[src/rtl/out_vc_state_ctrl_if.sv]
// Handshake bundle between the VC/switch allocators (master) and the
// output-VC state controller (slave).
interface out_vc_state_ctrl_if #(
    parameter int NUM_PORTS        = 5,
    parameter int NUM_VCS          = 2,
    parameter int CREDIT_CTR_WIDTH = 3,
    parameter int VC_ID_BITS       = (NUM_VCS > 1) ? $clog2(NUM_VCS) : 1
);
    logic [NUM_PORTS-1:0][NUM_VCS-1:0]                        vc_claim;
    logic [NUM_PORTS-1:0]                                     flit_sent;
    logic [NUM_PORTS-1:0][VC_ID_BITS-1:0]                     sent_vc;
    logic [NUM_PORTS-1:0]                                     sent_tail;
    logic [NUM_PORTS-1:0][NUM_VCS-1:0]                        credit_ret;
    logic [NUM_PORTS-1:0][NUM_VCS-1:0][CREDIT_CTR_WIDTH-1:0]  credits_avail_count_r;
    logic [NUM_PORTS-1:0][NUM_VCS-1:0]                        vc_free_r;
    logic [NUM_PORTS-1:0][NUM_VCS-1:0][2:0]                   err_r;

    modport master (
        output vc_claim, flit_sent, sent_vc, sent_tail, credit_ret,
        input  credits_avail_count_r, vc_free_r, err_r
    );

    modport slave (
        input  vc_claim, flit_sent, sent_vc, sent_tail, credit_ret,
        output credits_avail_count_r, vc_free_r, err_r
    );
endinterface

[src/rtl/out_vc_state_ctrl.sv]
// Per-(port, VC) ownership FSM and downstream credit counter for a router's
// output side; every slot is independent and all outputs are registered.
module out_vc_state_ctrl #(
    parameter int NUM_PORTS        = 5,
    parameter int NUM_VCS          = 2,
    parameter int BUF_DEPTH        = 4,
    parameter int CREDIT_CTR_WIDTH = 3
) (
    input  logic                  clk,
    input  logic                  arst_n,
    out_vc_state_ctrl_if.slave    bus
);
    localparam int VC_ID_BITS = (NUM_VCS > 1) ? $clog2(NUM_VCS) : 1;
    localparam logic [CREDIT_CTR_WIDTH-1:0] CNT_FULL = CREDIT_CTR_WIDTH'(BUF_DEPTH);
    localparam logic [CREDIT_CTR_WIDTH-1:0] CNT_ZERO = '0;

    typedef enum logic [1:0] {
        IDLE   = 2'd0,
        ACTIVE = 2'd1,
        DRAIN  = 2'd2
    } vc_state_e;

    genvar gi, gj;
    generate
        for (gi = 0; gi < NUM_PORTS; gi++) begin : g_port
            for (gj = 0; gj < NUM_VCS; gj++) begin : g_vc
                vc_state_e                   state_reg, state_next;
                logic [CREDIT_CTR_WIDTH-1:0] cnt_reg, cnt_next;
                logic [2:0]                  err_reg, err_next;
                logic                        free_reg, free_next;
                logic                        sent, claim, ret, accept;

                assign sent  = bus.flit_sent[gi] && (bus.sent_vc[gi] == VC_ID_BITS'(gj));
                assign claim = bus.vc_claim[gi][gj];
                assign ret   = bus.credit_ret[gi][gj];
                // Only an owned slot whose tail has not yet left may consume a credit.
                assign accept = sent && (state_reg == ACTIVE);

                always_comb begin
                    state_next = state_reg;
                    cnt_next   = cnt_reg;
                    err_next   = err_reg;

                    if (sent && !accept)
                        err_next[1] = 1'b1;
                    if (claim && (state_reg != IDLE))
                        err_next[2] = 1'b1;

                    // Counter saturates at both ends instead of wrapping.
                    if (accept && !ret && (cnt_reg == CNT_ZERO))
                        err_next[1] = 1'b1;
                    else if (ret && !accept && (cnt_reg == CNT_FULL))
                        err_next[0] = 1'b1;
                    else if (accept && !ret)
                        cnt_next = cnt_reg - 1'b1;
                    else if (ret && !accept)
                        cnt_next = cnt_reg + 1'b1;

                    case (state_reg)
                        IDLE: begin
                            if (claim)
                                state_next = ACTIVE;
                        end
                        ACTIVE: begin
                            if (accept && bus.sent_tail[gi])
                                state_next = (cnt_next == CNT_FULL) ? IDLE : DRAIN;
                        end
                        DRAIN: begin
                            if (cnt_next == CNT_FULL)
                                state_next = IDLE;
                        end
                        default: state_next = IDLE;
                    endcase

                    free_next = (state_next == IDLE);
                end

                always_ff @(posedge clk or negedge arst_n) begin
                    if (!arst_n) begin
                        state_reg <= IDLE;
                        cnt_reg   <= CNT_FULL;
                        err_reg   <= '0;
                        free_reg  <= 1'b1;
                    end else begin
                        state_reg <= state_next;
                        cnt_reg   <= cnt_next;
                        err_reg   <= err_next;
                        free_reg  <= free_next;
                    end
                end

                assign bus.credits_avail_count_r[gi][gj] = cnt_reg;
                assign bus.vc_free_r[gi][gj]             = free_reg;
                assign bus.err_r[gi][gj]                 = err_reg;
            end
        end
    endgenerate
endmodule

[src/flat_wrapper.sv]
// flat-port wrapper written by rule: the top's interface ports become plain ports
module out_vc_state_ctrl_flat 
#(
    parameter int NUM_PORTS        = 5,
    parameter int NUM_VCS          = 2,
    parameter int BUF_DEPTH        = 4,
    parameter int CREDIT_CTR_WIDTH = 3
)
  (clk, arst_n, bus_vc_claim, bus_flit_sent, bus_sent_vc, bus_sent_tail, bus_credit_ret, bus_credits_avail_count_r, bus_vc_free_r, bus_err_r);
  out_vc_state_ctrl_if #(.NUM_PORTS(NUM_PORTS), .NUM_VCS(NUM_VCS), .CREDIT_CTR_WIDTH(CREDIT_CTR_WIDTH)) bus_i ();
  input  logic clk;
  input  logic arst_n;
  input wire logic [$bits(bus_i.vc_claim)-1:0] bus_vc_claim;
  input wire logic [$bits(bus_i.flit_sent)-1:0] bus_flit_sent;
  input wire logic [$bits(bus_i.sent_vc)-1:0] bus_sent_vc;
  input wire logic [$bits(bus_i.sent_tail)-1:0] bus_sent_tail;
  input wire logic [$bits(bus_i.credit_ret)-1:0] bus_credit_ret;
  output wire logic [$bits(bus_i.credits_avail_count_r)-1:0] bus_credits_avail_count_r;
  output wire logic [$bits(bus_i.vc_free_r)-1:0] bus_vc_free_r;
  output wire logic [$bits(bus_i.err_r)-1:0] bus_err_r;
  assign bus_i.vc_claim = bus_vc_claim;
  assign bus_i.flit_sent = bus_flit_sent;
  assign bus_i.sent_vc = bus_sent_vc;
  assign bus_i.sent_tail = bus_sent_tail;
  assign bus_i.credit_ret = bus_credit_ret;
  assign bus_credits_avail_count_r = bus_i.credits_avail_count_r;
  assign bus_vc_free_r = bus_i.vc_free_r;
  assign bus_err_r = bus_i.err_r;
  out_vc_state_ctrl #(.NUM_PORTS(NUM_PORTS), .NUM_VCS(NUM_VCS), .BUF_DEPTH(BUF_DEPTH), .CREDIT_CTR_WIDTH(CREDIT_CTR_WIDTH)) u_core (.clk(clk), .arst_n(arst_n), .bus(bus_i));
endmodule
[config.mk]
export PLATFORM = sky130hd
export DESIGN_NAME = out_vc_state_ctrl_flat
export DESIGN_NICKNAME = d
export VERILOG_FILES = /design/src/rtl/out_vc_state_ctrl_if.sv /design/src/rtl/out_vc_state_ctrl.sv /design/src/flat_wrapper.sv
export SDC_FILE = /design/constraint.sdc
export NUM_CORES = 1
export LEC_CHECK = 0
export CORE_MARGIN = 5
export CORE_UTILIZATION = 58
export CTS_BUF_LIST = sky130_fd_sc_hd__clkbuf_4
export DETAILED_ROUTE_END_ITERATION = 10
export GPL_TIMING_DRIVEN = 0
export PLACE_DENSITY = 0.88
export SETUP_SLACK_MARGIN = 0.3
export SKIP_LAST_GASP = 1
export SYNTH_ARGS = -nofsm -noshare
export SYNTH_HDL_FRONTEND = slang
export SYNTH_SLANG_ARGS = --single-unit
[constraint.sdc]
create_clock -name clk -period 3.5 [get_ports clk]
set_input_delay 0.525 -clock clk [delete_from_list [all_inputs] [get_ports clk]]
set_output_delay 0.525 -clock clk [all_outputs]
set_load 0.1 [all_outputs]
==> results.sh, run 1 <==
export IMPL_status="finished, final reports clean"
export IMPL_postCtsSetupRepairBufs=0
export IMPL_worst_pin_slew_ns=1.04
export IMPL_grt_pass1_wl_um=21200
export IMPL_worst_r2r_setup_slack_ns=1.39
export IMPL_reg2reg_from="u_core.g_port[0].g_vc[1].cnt_reg[1]$_DFF_PN0_"
export IMPL_criticalPathCategory="flop to primary output"
export IMPL_coreArea_um2=9330
export IMPL_synth_edff_count=0
export IMPL_finClkSkew_ns=0.0186
export IMPL_grt_pass1_vias=4771
export IMPL_holdCritPathClass="input port to async pin"
export IMPL_layout_common_cells="103 x clkdlybuf4s50_1, 70 x dfrtp_1, 63 x inv_1"
export IMPL_crit_chain="clkdlybuf4s50_1"
export IMPL_ys_async_sr_fraction_pct=100
export IMPL_wirelength_um=12700
export IMPL_finalMaxSlewViolations=0
export IMPL_ys_seq_area_share_pct=40.8
export IMPL_yosysUniqueCellTypes=73
export IMPL_cts_hold_buffers=0
export IMPL_synthCells=566
export IMPL_worstPathRequired_ns=2.97
export IMPL_numPortBuffers=104
export IMPL_globalplace_congestion=0.867
export IMPL_crit_start="u_core.g_port[4].g_vc[1].cnt_reg[2]$_DFF_PN1_"
export IMPL_num_rows=35
export IMPL_cts_resized=0
export IMPL_wl_per_cell_um=15.6
export IMPL_hold_viol=0
export IMPL_grt_max_degree=52
export IMPL_clock_latency_ns=0.44
export IMPL_nNetsFinal=749
export IMPL_fillers=681
export IMPL_setup_viol=0
export IMPL_drc_errors=0
export IMPL_fin_ws_ns=0.730
export IMPL_synth_avg_cell_area_um2=9.87
export IMPL_die_x_um=108
export IMPL_grt_antenna_before_repair=0
export IMPL_synth_warnings=0
export IMPL_syn_num_nets=633
export IMPL_cts_root_buffer="clkbuf_4"
export IMPL_synth_seq_cells=90
export IMPL_grt_overflow_total=0
export IMPL_h_tree_depth=3
export IMPL_via_count=4675
export IMPL_dieHeight_um=108
export IMPL_die_area_um2=11700
export IMPL_final_common_cell="clkdlybuf4s50_1"
export IMPL_insertedDiodeCount=0
export IMPL_io_pins=107
export IMPL_cp_arrival_ns=2.25
export IMPL_timing_fmax_mhz=361
export IMPL_crit_buf_inv=1
export IMPL_min_period_ns=2.77
export IMPL_synth_cell_area_um2=5590
export IMPL_slowest_delay_ns=1.16
export IMPL_path_clk_slew_ns=0.15
export IMPL_drt_iter0_markers=225
export IMPL_gr_usage_all_layers_pct=22.3
export IMPL_ys_flop_type="dfrtp_1"
export IMPL_crit_family="buffers and inverters"
export IMPL_drive_gt1_share_pct=13.0
export IMPL_r2r_cells=7
export IMPL_area_delta_synth_final_pct=24.3
export IMPL_clock_sinks=90
export IMPL_first_pass_iters=5
export IMPL_via_per_inst=5.73
export IMPL_dp_hpwl_um=9650
export IMPL_cts_inserted_buffers=9
export IMPL_dp_slack_ns=1.03
export IMPL_postRouteAntennaNets=0
export IMPL_start_kind="flop"
export IMPL_maxCapViolCount=0
export IMPL_relSlewSlack_pct=30.6
export IMPL_hold_slack_ns=0.0944
export IMPL_r2r_end="u_core.g_port[0].g_vc[1].free_reg$_DFF_PN1_"
export IMPL_cts_tree="done"
export IMPL_initial_utilization_pct=59.9
export IMPL_cts_buffer_depth=2
export IMPL_cp_end_kind="primary output"
export IMPL_cp_slowest_cell="clkdlybuf4s50_1"
export IMPL_utilization_pct=74.4
export IMPL_post_route_period_util_pct=79.2
export IMPL_crit_fanout=9
export IMPL_rsz0062_at_grt="no"
==> synthesized netlist by cell type, types with 3 or more instances <==
cell	instances	share of area [%]
a211o_1	7	1.1
a21o_1	5	0.67
or3_1	7	0.78
clkbuf_1	9	0.60
buf_2	7	0.63
a311oi_1	7	1.1
buf_4	10	1.3
mux2i_1	4	0.72
xnor2_1	12	1.9
nor2_1	24	1.6
o21ai_0	23	2.1
nand2_1	32	2.1
a21oi_1	12	1.1
a31o_2	9	1.4
xor2_1	3	0.47
nand3_1	12	1.1
nor3_1	19	1.7
o31ai_1	6	0.81
dfrtp_1	70	31
nor3b_1	4	0.54
a31oi_1	13	1.5
nand4bb_1	5	1.0
or2_2	3	0.34
a41o_1	11	2.0
nor2b_1	17	1.9
a211oi_1	4	0.54
nand4b_1	4	0.63
and4b_1	3	0.54
and2_1	11	1.2
inv_1	63	4.2
dfstp_2	20	9.4
o31a_1	4	0.63
and3_1	10	1.1
nand3b_1	5	0.67
ha_1	30	6.7
nand2b_1	23	2.6
mux4_2	5	2.0
o22ai_1	4	0.45
==> metrics by stage <==
step | cell area (µm²) | std cells | setup TNS [ns]
floorplan | 5590 | 566 | 0
global placement | 6790 | 799 | -96.57
detailed placement | 6810 | 800 | 0
CTS | 6940 | 816 | 0
global route | 6940 | 816 | 0
finish | 6940 | 816 | 0
==> final cells by class <==
| class | count | area, µm² | share of cell area (%) |
|---|---|---|---|
| Clock buffer | 9 | 67.6 | 0.973 |
| Multi-Input combinational cell | 385 | 2910 | 41.9 |
| Tap cell | 129 | 161 | 2.32 |
| Inverter | 63 | 236 | 3.41 |
| Sequential cell | 90 | 2280 | 32.8 |
| Timing Repair Buffer | 105 | 1060 | 15.2 |
| Buffer | 28 | 166 | 2.40 |
| Clock inverter | 7 | 68.8 | 0.991 |
==> how the worst max path moves through the flow <==
stage / depth (start not counted) / slack [ns] / endpoint
after global placement: 1 / -1.31 / u_core.g_port[4].g_vc[1].state_reg[0]$_DFF_PN0_
after detailed placement: 7 / 1.03 / u_core.g_port[3].g_vc[0].state_reg[1]$_DFF_PN0_
final: 1 / 0.73 / bus_credits_avail_count_r[29]
after global routing: 1 / 0.65 / bus_credits_avail_count_r[23]
after CTS: 1 / 0.70 / bus_credits_avail_count_r[29]
after floorplan: 7 / 0.98 / u_core.g_port[4].g_vc[1].free_reg$_DFF_PN1_
==> cell families (layout without fill, tap and decap cells) <==
family          Yosys count  count (layout)  share of synthesized area, %
simple gates            192             192                          20.4
compound gates          135             135                          18.5
buf+inv                  91             212                          7.21
flops                    90              90                          40.8
fa+ha+maj                30              30                          6.72
xor+xnor                 15              15                          2.35
mux                      13              13                          4.08
==> layer usage <==
layer  up-vias  track usage [%]  share of wire, %
met1      2253             27.1                42
met2       122             39.0                51
li1       2277                -                 -
met4         0             8.12               2.0
met5         -                0                 0
met3        23             4.96               5.4
Power of run 1 is not shown: default switching activity piles up to over one toggle a cycle in this logic, so the estimate is an artifact.
==> inputs of run 2 (changes only) <==
Settings changed: CORE_UTILIZATION 58 to 49, PLACE_DENSITY 0.88 to 0.79.
Clock period 3.5 ns to 2.3 ns, I/O delays scaled along.
==> run 2 against run 1 <==
  * Worst hold slack better by 0.16 ns
  * Worst setup slack worse by 0.38 ns
  * Via count up 0.41%
  * Wire length up 2.6%
  * Die area up 17%
  * Utilization down 12 points
  * Count of clock-buffer cells in the layout up 1
==> results.sh, run 2 (synthesis gave the netlist of run 1 again) <==
export IMPL_post_route_period_util_pct=85.0
export IMPL_slowest_delay_ns=0.55
export IMPL_nNetsFinal=754
export IMPL_timing_fmax_mhz=512
export IMPL_wirelength_um=13100
export IMPL_r2r_end="u_core.g_port[3].g_vc[0].state_reg[1]$_DFF_PN0_"
export IMPL_reg2reg_from="u_core.g_port[3].g_vc[0].cnt_reg[0]$_DFF_PN0_"
export IMPL_grt_max_degree=49
export IMPL_finClkSkew_ns=0.0181
export IMPL_grt_overflow_total=0
export IMPL_utilization_pct=62.8
export IMPL_crit_family="buffers and inverters"
export IMPL_crit_buf_inv=2
export IMPL_gr_usage_all_layers_pct=19.1
export IMPL_cp_slowest_cell="clkdlybuf4s15_2"
export IMPL_dp_hpwl_um=9540
export IMPL_via_count=4694
export IMPL_die_x_um=117
export IMPL_hold_depth=2
export IMPL_layout_common_cells="61 x inv_1, 51 x clkdlybuf4s15_2, 50 x dfrtp_1"
export IMPL_wl_per_cell_um=15.6
export IMPL_io_pins=107
export IMPL_multiInputGateArea_um2=2980
export IMPL_path_clk_slew_ns=0.15
export IMPL_criticalPathCategory="flop to primary output"
export IMPL_h_tree_depth=3
export IMPL_area_delta_synth_final_pct=27.3
export IMPL_first_pass_iters=5
export IMPL_dp_slack_ns=0.0295
export IMPL_clock_latency_ns=0.46
export IMPL_dieHeight_um=117
export IMPL_min_period_ns=1.95
export IMPL_r2r_cells=8
export IMPL_initial_utilization_pct=49.4
export IMPL_numPortBuffers=104
export IMPL_holdCritPathClass="input port to flop"
export IMPL_hold_viol=0
export IMPL_setup_tns_ns=0
export IMPL_fin_ws_ns=0.345
export IMPL_num_rows=39
export IMPL_cts_inserted_buffers=9
export IMPL_status="finished, final reports clean"
export IMPL_rsz0062_at_grt="yes"
export IMPL_clock_sinks=90
export IMPL_hp_start="bus_credit_ret[7]"
export IMPL_globalplace_congestion=0.855
export IMPL_coreArea_um2=11300
export IMPL_cp_end_kind="primary output"
export IMPL_crit_chain="buf_4 -> clkdlybuf4s15_2"
export IMPL_finalMaxSlewViolations=0
export IMPL_cp_arrival_ns=1.61
export IMPL_fillers=923
export IMPL_worstPathRequired_ns=1.96
export IMPL_start_kind="flop"
export IMPL_cts_root_buffer="clkbuf_4"
export IMPL_grt_pass1_vias=4659
export IMPL_relSlewSlack_pct=58.1
export IMPL_crit_fanout=4
export IMPL_placed_cell_area_um2=6900
export IMPL_drive_gt1_share_pct=28.8
export IMPL_final_common_cell="inv_1"
export IMPL_final_cell_area_um2=7110
export IMPL_cts_tree="done"
export IMPL_worst_pin_slew_ns=0.628
export IMPL_maxCapViolCount=0
export IMPL_drt_iter0_markers=299
export IMPL_drc_errors=0
export IMPL_cts_buffer_depth=2
export IMPL_worstHoldEndpoint="u_core.g_port[3].g_vc[1].err_reg[0]$_DFFE_PN0P_"
export IMPL_via_per_inst=5.61
export IMPL_postRouteAntennaNets=0
export IMPL_worst_r2r_setup_slack_ns=0.35
export IMPL_grt_antenna_before_repair=1
export IMPL_grt_pass1_wl_um=20900
export IMPL_regArea_um2=2340
export IMPL_die_area_um2=13600
export IMPL_setup_viol=0
-- run 2: cell types whose count changed in the layout (fill, tap and decap cells not counted), moves of 4 or more --
cell / change
clkdlybuf4s15_2: +51
buf_4: +6
dfrtp_4: +16
buf_2: +19
dfrtp_2: +4
clkdlybuf4s50_1: -70
dfrtp_1: -20
-- run 2: how the worst max path moves through the flow --
stage                     cells past startpoint                                         endpoint  slack, ns                                     startpoint
after global placement                        1    u_core.g_port[4].g_vc[1].cnt_reg[0]$_DFF_PN0_      -3.04                                         arst_n
after floorplan                               7      u_core.g_port[4].g_vc[1].free_reg$_DFF_PN1_       0.23  u_core.g_port[4].g_vc[1].cnt_reg[0]$_DFF_PN0_
final                                         2                    bus_credits_avail_count_r[19]       0.35  u_core.g_port[3].g_vc[0].cnt_reg[1]$_DFF_PN0_
after detailed placement                      7  u_core.g_port[0].g_vc[0].state_reg[1]$_DFF_PN0_       0.03                                 bus_sent_vc[0]
after CTS                                     1                     bus_credits_avail_count_r[2]       0.24  u_core.g_port[0].g_vc[0].cnt_reg[2]$_DFF_PN1_
after global routing                          7      u_core.g_port[4].g_vc[1].free_reg$_DFF_PN1_       0.25  u_core.g_port[4].g_vc[1].cnt_reg[0]$_DFF_PN0_
-- run 2: through the flow --
stage	std cells	hold slack [ns]
2_1_floorplan	566	0.0494
3_3_place_gp	813	0.445
3_5_place_dp	814	0.402
4_1_cts	832	0.215
5_1_grt	836	0.217
6_report	836	0.255
-- run 2: final cells by class --
cell class | count | share of cell area (%)
Multi-Input combinational cell | 385 | 41.9
Sequential cell | 90 | 32.9
Timing Repair Buffer | 110 | 15.0
Inverter | 63 | 3.33
Tap cell | 143 | 2.52
Buffer | 28 | 2.45
Clock buffer | 10 | 1.06
Clock inverter | 6 | 0.809
Antenna cell | 1 | 0.0352
-- run 2: per-layer routing --
metal	share of wire, %	global-route usage (%)	up-vias
li1	-	-	2289
met1	43	22.9	2292
met2	51	33.3	96
met3	4.2	4.01	17
met4	1.6	7.95	0
met5	0	0	-
-- run 2: what timing repair did --
action | CTS | global route
setup endpoints to repair | 73 | 14
cloned | 0 | 0
buffers inserted | 1 | 3
gates resized for setup | 242 | 25
hold buffers | 1 | 0
endpoints found under the hold margin | 35 | 0
pin swaps | 1 | 4
Power of run 2 is left out for the same reason.
